File: src/rtl/fifo_byte_packer.sv
// Pops bytes from the byte FIFO and packs them little-endian into 32-bit words
// on a valid/ready port; partial words leave on a flush request or idle timeout.
module fifo_byte_packer #(
    parameter int TIMEOUT = 16
) (
    input  logic        clk,
    input  logic        rst,
    input  logic        fifo_is_empty,
    output logic        fifo_read_ctrl,
    input  logic [7:0]  fifo_read_data,
    input  logic        in_flush,
    output logic        out_valid,
    input  logic        out_ready,
    output logic [31:0] out_data,
    output logic [2:0]  out_bytes
);

    localparam logic [7:0] TIMEOUT_CNT = 8'(TIMEOUT);

    logic [2:0]  byte_cnt;
    logic        rd_pending;
    logic        flush_pend;
    logic [7:0]  idle_cnt;
    logic [31:0] acc;

    logic        slot_free;
    logic        partial;
    logic        flush_trig;
    logic        xfer;
    logic [2:0]  eff_cnt;
    logic [31:0] acc_next;
    logic [2:0]  cnt_next;

    assign slot_free  = ~out_valid | out_ready;
    assign partial    = (byte_cnt != 3'd0) && (byte_cnt != 3'd4);
    assign flush_trig = flush_pend | (idle_cnt == TIMEOUT_CNT);

    // A partial word only leaves once any in-flight byte has landed in the accumulator.
    assign xfer    = slot_free & ((byte_cnt == 3'd4) | (partial & flush_trig & ~rd_pending));
    assign eff_cnt = xfer ? 3'd0 : byte_cnt;

    assign fifo_read_ctrl = ~fifo_is_empty & ~rst &
                            (({1'b0, eff_cnt} + {3'b000, rd_pending}) < 4'd4);

    always_comb begin
        acc_next = xfer ? 32'd0 : acc;
        cnt_next = eff_cnt;
        if (rd_pending) begin
            acc_next[{eff_cnt[1:0], 3'b000} +: 8] = fifo_read_data;
            cnt_next = eff_cnt + 3'd1;
        end
    end

    always_ff @(posedge clk) begin
        if (rst) begin
            byte_cnt   <= 3'd0;
            rd_pending <= 1'b0;
            flush_pend <= 1'b0;
            idle_cnt   <= 8'd0;
            acc        <= 32'd0;
            out_valid  <= 1'b0;
            out_data   <= 32'd0;
            out_bytes  <= 3'd0;
        end else begin
            rd_pending <= fifo_read_ctrl;
            byte_cnt   <= cnt_next;
            acc        <= acc_next;

            if (xfer) begin
                out_valid <= 1'b1;
                out_data  <= acc;
                out_bytes <= byte_cnt;
            end else if (out_ready) begin
                out_valid <= 1'b0;
            end

            // A flush request arriving alongside an in-flight byte survives the transfer.
            if (xfer)
                flush_pend <= in_flush & rd_pending;
            else if (in_flush && (byte_cnt != 3'd0 || rd_pending))
                flush_pend <= 1'b1;

            if (rd_pending || xfer || byte_cnt == 3'd0)
                idle_cnt <= 8'd0;
            else if (partial && fifo_is_empty && idle_cnt != TIMEOUT_CNT)
                idle_cnt <= idle_cnt + 8'd1;
        end
    end

endmodule

File: config.mk
export PLATFORM = sky130hd
export DESIGN_NAME = fifo_byte_packer
export DESIGN_NICKNAME = d
export VERILOG_FILES = /design/src/rtl/fifo_byte_packer.sv
export SDC_FILE = /design/constraint.sdc
export NUM_CORES = 1
export LEC_CHECK = 0
export ABC_AREA = 1
export CORE_ASPECT_RATIO = 0.5
export CORE_MARGIN = 2
export CORE_UTILIZATION = 23
export CTS_CLUSTER_DIAMETER = 200
export DETAILED_ROUTE_END_ITERATION = 6
export MAX_ROUTING_LAYER = met4
export SETUP_SLACK_MARGIN = 0.02
export SYNTH_ARGS = -nofsm -noshare
export SYNTH_HDL_FRONTEND = slang
export SYNTH_SLANG_ARGS = --single-unit
File: constraint.sdc
create_clock -name clk -period 5 [get_ports clk]
set_input_delay 1 -clock clk [delete_from_list [all_inputs] [get_ports clk]]
set_output_delay 1 -clock clk [all_outputs]
set_load 0.01 [all_outputs]
# Word level (Yosys, flattened, before mapping)
# Cells that the tools add are included.
# totals
reg_bits	81
wordCells	53
in_bits	13
out_inout_bits	37
# op_classes
magnitude_cmp	1
reduce_logical	12
n_shift	2
eq_ne	4
n_bitwise	13
n_mux	9
add_sub_neg	4
# ops
cell	count
$mux 32	2
$bwmux 32	1
$shift 8x7->32 const A	1
$shiftx 8x7->32	1
$add 8x1->8 const B	1
$eq 8x5->1 const B	1
$ne 8x5->1 const B	1
$neg 5->7	1
$and 1x1->1	6
$mux 3	2
$add 3x1->4	1
$logic_and 1x1->1	4
$lt 4x3->1 const B	1
$mux 1	4
$not 1->1	4
$reduce_bool 2->1	2
$add 3x1->3 const B	1
$eq 3x3->1 const B	1
$logic_not 3->1	1
$logic_or 1x1->1	3
$ne 3x3->1 const B	1
$or 1x1->1	3
$reduce_bool 3->1	1
$reduce_or 2->1	1

# Longest topological paths before layout
# Gate-level depths: netlist of the first run.
# logic_depth
depth_word	11
mapped_depth	19
mapped_depth_nobuf	17

# Worst setup path before layout of the first run
# OpenSTA, ideal clock, no wires.
# synth_timing
kind	input to output
start	in out_ready
end	out fifo_read_ctrl
path_buffers	1
path_stages	8
slack_ps	1989
t_required_ps	4000
arrival_ps	2011
cell_sequence	nor2_1 inv_1 nand2_8 nand2_4 buf_4 inv_1 ha_1 a21oi_1
# synth_between
elab_chain_len	6
# synth_rtl
item	line_no	rtl
from (decl)	13	input logic out_ready,
$or 1x1->1	34	assign slot_free = ~out_valid | out_ready;
$and 1x1->1	39	assign xfer = slot_free & ((byte_cnt == 3'd4) | (partial & flush_trig & ~rd_pending));
$mux 3	40	assign eff_cnt = xfer ? 3'd0 : byte_cnt;
$add 3x1->4	43	(({1'b0, eff_cnt} + {3'b000, rd_pending}) < 4'd4);
$lt 4x3->1	43	
$and 1x1->1	42	assign fifo_read_ctrl = ~fifo_is_empty & ~rst &
to (decl)	9	output logic fifo_read_ctrl,
# Every way passes these cells.

# Final worst setup path of the first run
# Same ends and word-level chain as after synthesis.

==> summary.md, run 1 <==
| Metric | Value |
|---|---|
| Initial antenna violation count | 0 |
| Post-synth ARST share | 0% |
| First-pass GRT wire length | 13.18 mm |
| Clock Tree Buf Depth | 2 |
| Crit Path Class | input pin to output port |
| Number of cell rows | 31 |
| CTS buffer count | 9 |
| WL final | 7.968 mm |
| DRT iter0 DRCs | 189 |
| Most frequent cells in the layout | nor2_1, dfxtp_1, clkdlybuf4s50_1 |
| IO Pins | 50 |
| Synth Instances | 454 |
| Status | finished clean |
| Remaining antenna violation count after routing | 0 |
| Worst Path Required | 4000 ps |
| PwrDens | 348.3 nW/µm² |
| Final period util | 82.15% |
| Initial Util | 23.74% |
| Largest net degree at the start of global routing | 51 |
| Hold_buf cts | 0 |
| Die Wd | 177.5 µm |
| Critical path's largest stage delay | 560 ps |
| GP Congestion | 0.8569 |
| Global route total overflow | 0 |
| IR drop worst, VDD | 0.1712 mV |
| RSZ-0062 raised after global routing | no |
| Ys flop type | dfxtp_1 |
| Post-synth EDFFs | 0 |
| DR pass1 iterations | 4 |
| Post-synthesis cell type count | 31 |
| Vias in the first global route | 2679 |
| Die Span Y | 90.76 µm |
| # port buffers | 49 |
| Clock sink total | 81 |
| H-tree depth | 3 |
| Number of synthesized register bits | 81 |
| Synth warn | 0 |
| Worst-skew pair later-pin latency | 330 ps |
| Max-slew violation count | 0 |
| Vias per cell | 4.329 |
| Hold Violations, Final | 0 |
| Layout cell share with drive strength beyond 1 | 6.491% |
| Area leader, netlist | dfxtp_1 |
| Area contributors post-synth | dfxtp_1, nor2_1, a21oi_1 |
| CP Capture Type | output port |
| Max-cap viol count | 0 |
| CP cell instances | clkdlybuf4s50_1 > nor2_1 > inv_1 > nand2_8 > nand2_4 > inv_1 > ha_1 > a21oi_1 > clkdlybuf4s50_1 |
| Clock-pin slew on the worst setup and hold paths | 60 ps |
| Layout area overhead | 25.62% |
| Synth Area per Inst | 7.626 µm² |
| Critical path's top delay family | buffers and inverters |
| CTS tree | done |
| Worst Skew | 8.748 ps |
| Routed len/inst | 11.53 µm |
| Leakage power | 1.531 nW |
| Final setup TNS | 0 ps |
| Via count | 2991 |
| Mapped cell area | 3462 µm² |
| Seq/Total Area, Yosys | 46.84% |
| Nets | 511 |
| FMAX | 243.4 MHz |
| CTS Root Cell | clkbuf_16 |
| Worst Setup Start Kind | input pin |
| CP max FO | 41 |
| Diodes inserted | 0 |
| Hold Crit Class | flip-flop to flip-flop |
| Yosys top cell area share | 46.84% |
| Final hold slack | 480.0 ps |
| Slowest CP cell | clkdlybuf4s50_1 |
| Slew @ Worst Pin | 973.1 ps |
| Core Region | 14580 µm² |
| Final Critical Period | 4108 ps |
| Dpl hpwl | 5.571 mm |
| Full die area | 16110 µm² |
| # DRC | 0 |
| Syn nets | 476 |
| Buffer and inverter count on the worst path | 4 |
| Worst path arrival time | 3110 ps |
| PostCTS Resize Cnt | 0 |
| Slew margin rel. | 35.06% |
| Global Route Usage Sum | 10.41% |
| Commonest non-fill, non-tap cell in the layout | nor2_1 |
| Setup violators final | 0 |
| Postcts setup bufs | 0 |
==> sequential cells by signal, indices dropped and copies added, names as in the netlist <==
name,cells
acc,32
out_valid,1
out_data,32
idle_cnt,8
byte_cnt,3
flush_pend,1
rd_pending,1
out_bytes,3
==> logic make-up after synthesis <==
family | count (synthesis) | synth area share, %
fa+ha+maj | 9 | 3.253
buf+inv | 58 | 8.132
flops | 81 | 46.84
compound gates | 87 | 12.65
xor+xnor | 2 | 0.5061
simple gates | 217 | 28.62
==> tightest hold or removal path, stage by stage (launching register included) <==
cell     delay [ps]
dfxtp_1         300
nand3_1          70
a21oi_1          60
==> stage by stage <==
stage               utilization [%]  cell area [µm²]   power, W  worst slack (ps)  cells
floorplan                         -             3462  0.0008158              1989    454
global placement              27.80             4054  0.0008798             898.5    676
detailed placement            27.80             4054  0.0008811             880.0    676
CTS                           29.82             4349   0.001531             876.4    691
global route                  29.82             4349   0.001580             767.8    691
finish                        29.82             4349   0.001515             892.3    691
==> layer usage <==
metal  vias up  GRT usage [%]  wire (µm)
li1       1577              -          -
met1      1368          13.69       4085
met2        39          15.76       3542
met3         7          2.399        247
met4         0          3.279         93
met5         -              -          0
==> Yosys cell counts (3+ instances only) <==
library cell,count
inv_1,27
ha_1,9
nor2_1,97
o21ai_0,41
buf_4,3
nor2_2,3
inv_2,3
a21oi_1,43
clkbuf_1,14
buf_2,5
nand2_1,42
nand4_1,18
nand3_1,35
dfxtp_1,81
nor3_1,12
==> final timing paths <==
check,endpoint,depth (start not counted),slack (ps),startpoint
setup reg to reg,acc[13]$_SDFF_PP0_,16,1970,idle_cnt[0]$_SDFFE_PP0P_
hold reg to reg,acc[0]$_SDFF_PP0_,2,480,acc[0]$_SDFF_PP0_
setup / recovery,fifo_read_ctrl,9,890,out_ready
hold / removal,acc[0]$_SDFF_PP0_,2,480,acc[0]$_SDFF_PP0_
==> power by group <==
part | switching (W) | internal [W] | total, W
combinational | 0.000108 | 0.0000733 | 0.000181
sequential | 0.0000135 | 0.000670 | 0.000683
clock | 0.000254 | 0.000396 | 0.000650
==> area by class of cell <==
type	instances	area (µm²)
Fill cell	1620	10230
Sequential cell	81	1622
Multi-Input combinational cell	315	1559
Timing Repair Buffer	52	513.0
Tap cell	198	247.7
Clock buffer	10	239.0
Inverter	30	112.6
Clock inverter	5	56.30
(Power assumes the default switching activity.)
==> run 2: changes to the inputs <==
==> constraint.sdc (replaced) <==
create_clock -name clk -period 3.59 [get_ports clk]
set_input_delay 0.718 -clock clk [delete_from_list [all_inputs] [get_ports clk]]
set_output_delay 0.718 -clock clk [all_outputs]
set_load 0.01 [all_outputs]
==> summary.md, run 2 (same netlist as run 1, synthesis figures left out) <==
| Metric | Value |
|---|---|
| Worst Setup Start Kind | input pin |
| Routed len/inst | 11.91 µm |
| Initial Util | 23.74% |
| Fill cell count | 1591 |
| Nets | 515 |
| Postcts setup bufs | 0 |
| CP Capture Type | output port |
| Worst Skew | 5.521 ps |
| Hold_buf cts | 0 |
| Post-DP Area | 4084 µm² |
| Clock Tree Buf Depth | 2 |
| CTS tree | done |
| Layout area overhead | 27.32% |
| Global route total overflow | 0 |
| # port buffers | 49 |
| Die Span Y | 90.76 µm |
| # DRC | 0 |
| Leakage power | 1.562 nW |
| First-pass GRT wire length | 13.81 mm |
| Final Critical Period | 3294 ps |
| GP Congestion | 0.8501 |
| WL final | 8.288 mm |
| DR pass1 iterations | 4 |
| Status | finished clean |
| PwrDens | 500.0 nW/µm² |
| Max-cap viol count | 0 |
| Vias in the first global route | 2939 |
| FMAX | 303.6 MHz |
| Number of cell rows | 31 |
| FF/Latch Area | 1622 µm² |
| Slew margin rel. | 35.29% |
| Final setup TNS | 0 ps |
| Core Region | 14580 µm² |
| Global Route Usage Sum | 11.01% |
| DRT iter0 DRCs | 194 |
| Largest regs | acc x32, out_data x32, idle_cnt x8 |
| Largest net degree at the start of global routing | 40 |
| CTS Root Cell | clkbuf_16 |
| Setup violators final | 0 |
| Remaining antenna violation count after routing | 0 |
| H-tree depth | 3 |
| RSZ-0062 raised after global routing | no |
| Crit Path Class | input pin to output port |
| Vias per cell | 4.310 |
| IR drop worst, VDD | 0.2191 mV |
| Via count | 3000 |
| Area of the multi-input gates | 1559 µm² |
| IO Pins | 50 |
| Worst-skew pair later-pin latency | 340 ps |
| Clock-pin slew on the worst setup and hold paths | 60 ps |
| Layout cell share with drive strength beyond 1 | 6.827% |
| CTS buffer count | 9 |
| Max-slew violation count | 0 |
| Diodes inserted | 0 |
| Die Wd | 177.5 µm |
| Initial antenna violation count | 0 |
| Slew @ Worst Pin | 969.5 ps |
| Full die area | 16110 µm² |
| Final period util | 91.76% |
| Worst path arrival time | 2580 ps |
| Clock sink total | 81 |
| Worst Path Required | 2870 ps |
| Dpl hpwl | 5.719 mm |
| Commonest non-fill, non-tap cell in the layout | nor2_1 |
| Hold Crit Class | flip-flop to flip-flop |
| Hold Violations, Final | 0 |
| CP max FO | 23 |
| PostCTS Resize Cnt | 0 |
| Most frequent cells in the layout | nor2_1, dfxtp_1, clkdlybuf4s50_1 |
| Final Cell Area | 4408 µm² |
==> run 2: changes by cell type in the layout (fill, tap and decap cells not counted), sizes merged <==
cell | previous run | this run
clkinvlp | 1 | 0
clkinv | 3 | 0
clkbuf | 10 | 14
bufinv | 1 | 2
buf | 3 | 7
==> run 2: power by group <==
part | internal, W | leakage, nW | switching [W]
clock network | 0.000648 | 0.157 | 0.000345
logic | 0.000106 | 0.749 | 0.000154
registers | 0.000933 | 0.655 | 0.0000192
total | 0.00169 | 1.56 | 0.000517
==> run 2: path summary, 6_finish.rpt <==
path | startpoint | endpoint | slack, ps | cells after the start
setup reg to reg | idle_cnt[0]$_SDFFE_PP0P_ | acc[26]$_SDFF_PP0_ | 740 | 15
hold / removal | out_data[28]$_SDFFE_PP0P_ | out_data[28]$_SDFFE_PP0P_ | 480 | 2
hold reg to reg | out_data[28]$_SDFFE_PP0P_ | out_data[28]$_SDFFE_PP0P_ | 480 | 2
setup / recovery | out_ready | fifo_read_ctrl | 300 | 9
==> run 2: per-stage QoR <==
stage               instances  hold slack [ps]  total power [W]  util (%)  worst slack, ps
global placement          680            466.6         0.001231     28.00            301.2
finish                    696            478.3         0.002204     30.22            295.7
floorplan                 454            454.3         0.001136         -             1063
CTS                       696            480.0         0.002227     30.22            263.2
detailed placement        680            471.2         0.001233     28.00            267.6
global route              696            498.4         0.002294     30.22            145.4
==> run 2: critical path, stage by stage <==
cell and delay, ps:
clkdlybuf4s50_1 460, nor2_1 50, inv_1 140, nand2_8 140, nand2_4 80, inv_1 80, ha_1 200, a21oi_1 160
clkdlybuf4s50_1 550
==> run 2: layout make-up <==
cell class	count	share of cell area, %
multi-input combinational	315	35.37
clock buffer	14	5.989
tap	198	5.620
timing repair buffer	56	12.32
sequential	81	36.79
inverter	30	2.555
clock inverter	2	1.362
==> run 2: layer usage <==
| metal | up-vias | global-route usage (%) | routed length (µm) |
|---|---|---|---|
| met4 | 0 | 4.577 | 124 |
| li1 | 1576 | - | - |
| met1 | 1371 | 13.12 | 3992 |
| met2 | 44 | 17.57 | 3818 |
| met3 | 9 | 2.946 | 352 |
| met5 | - | - | 0 |
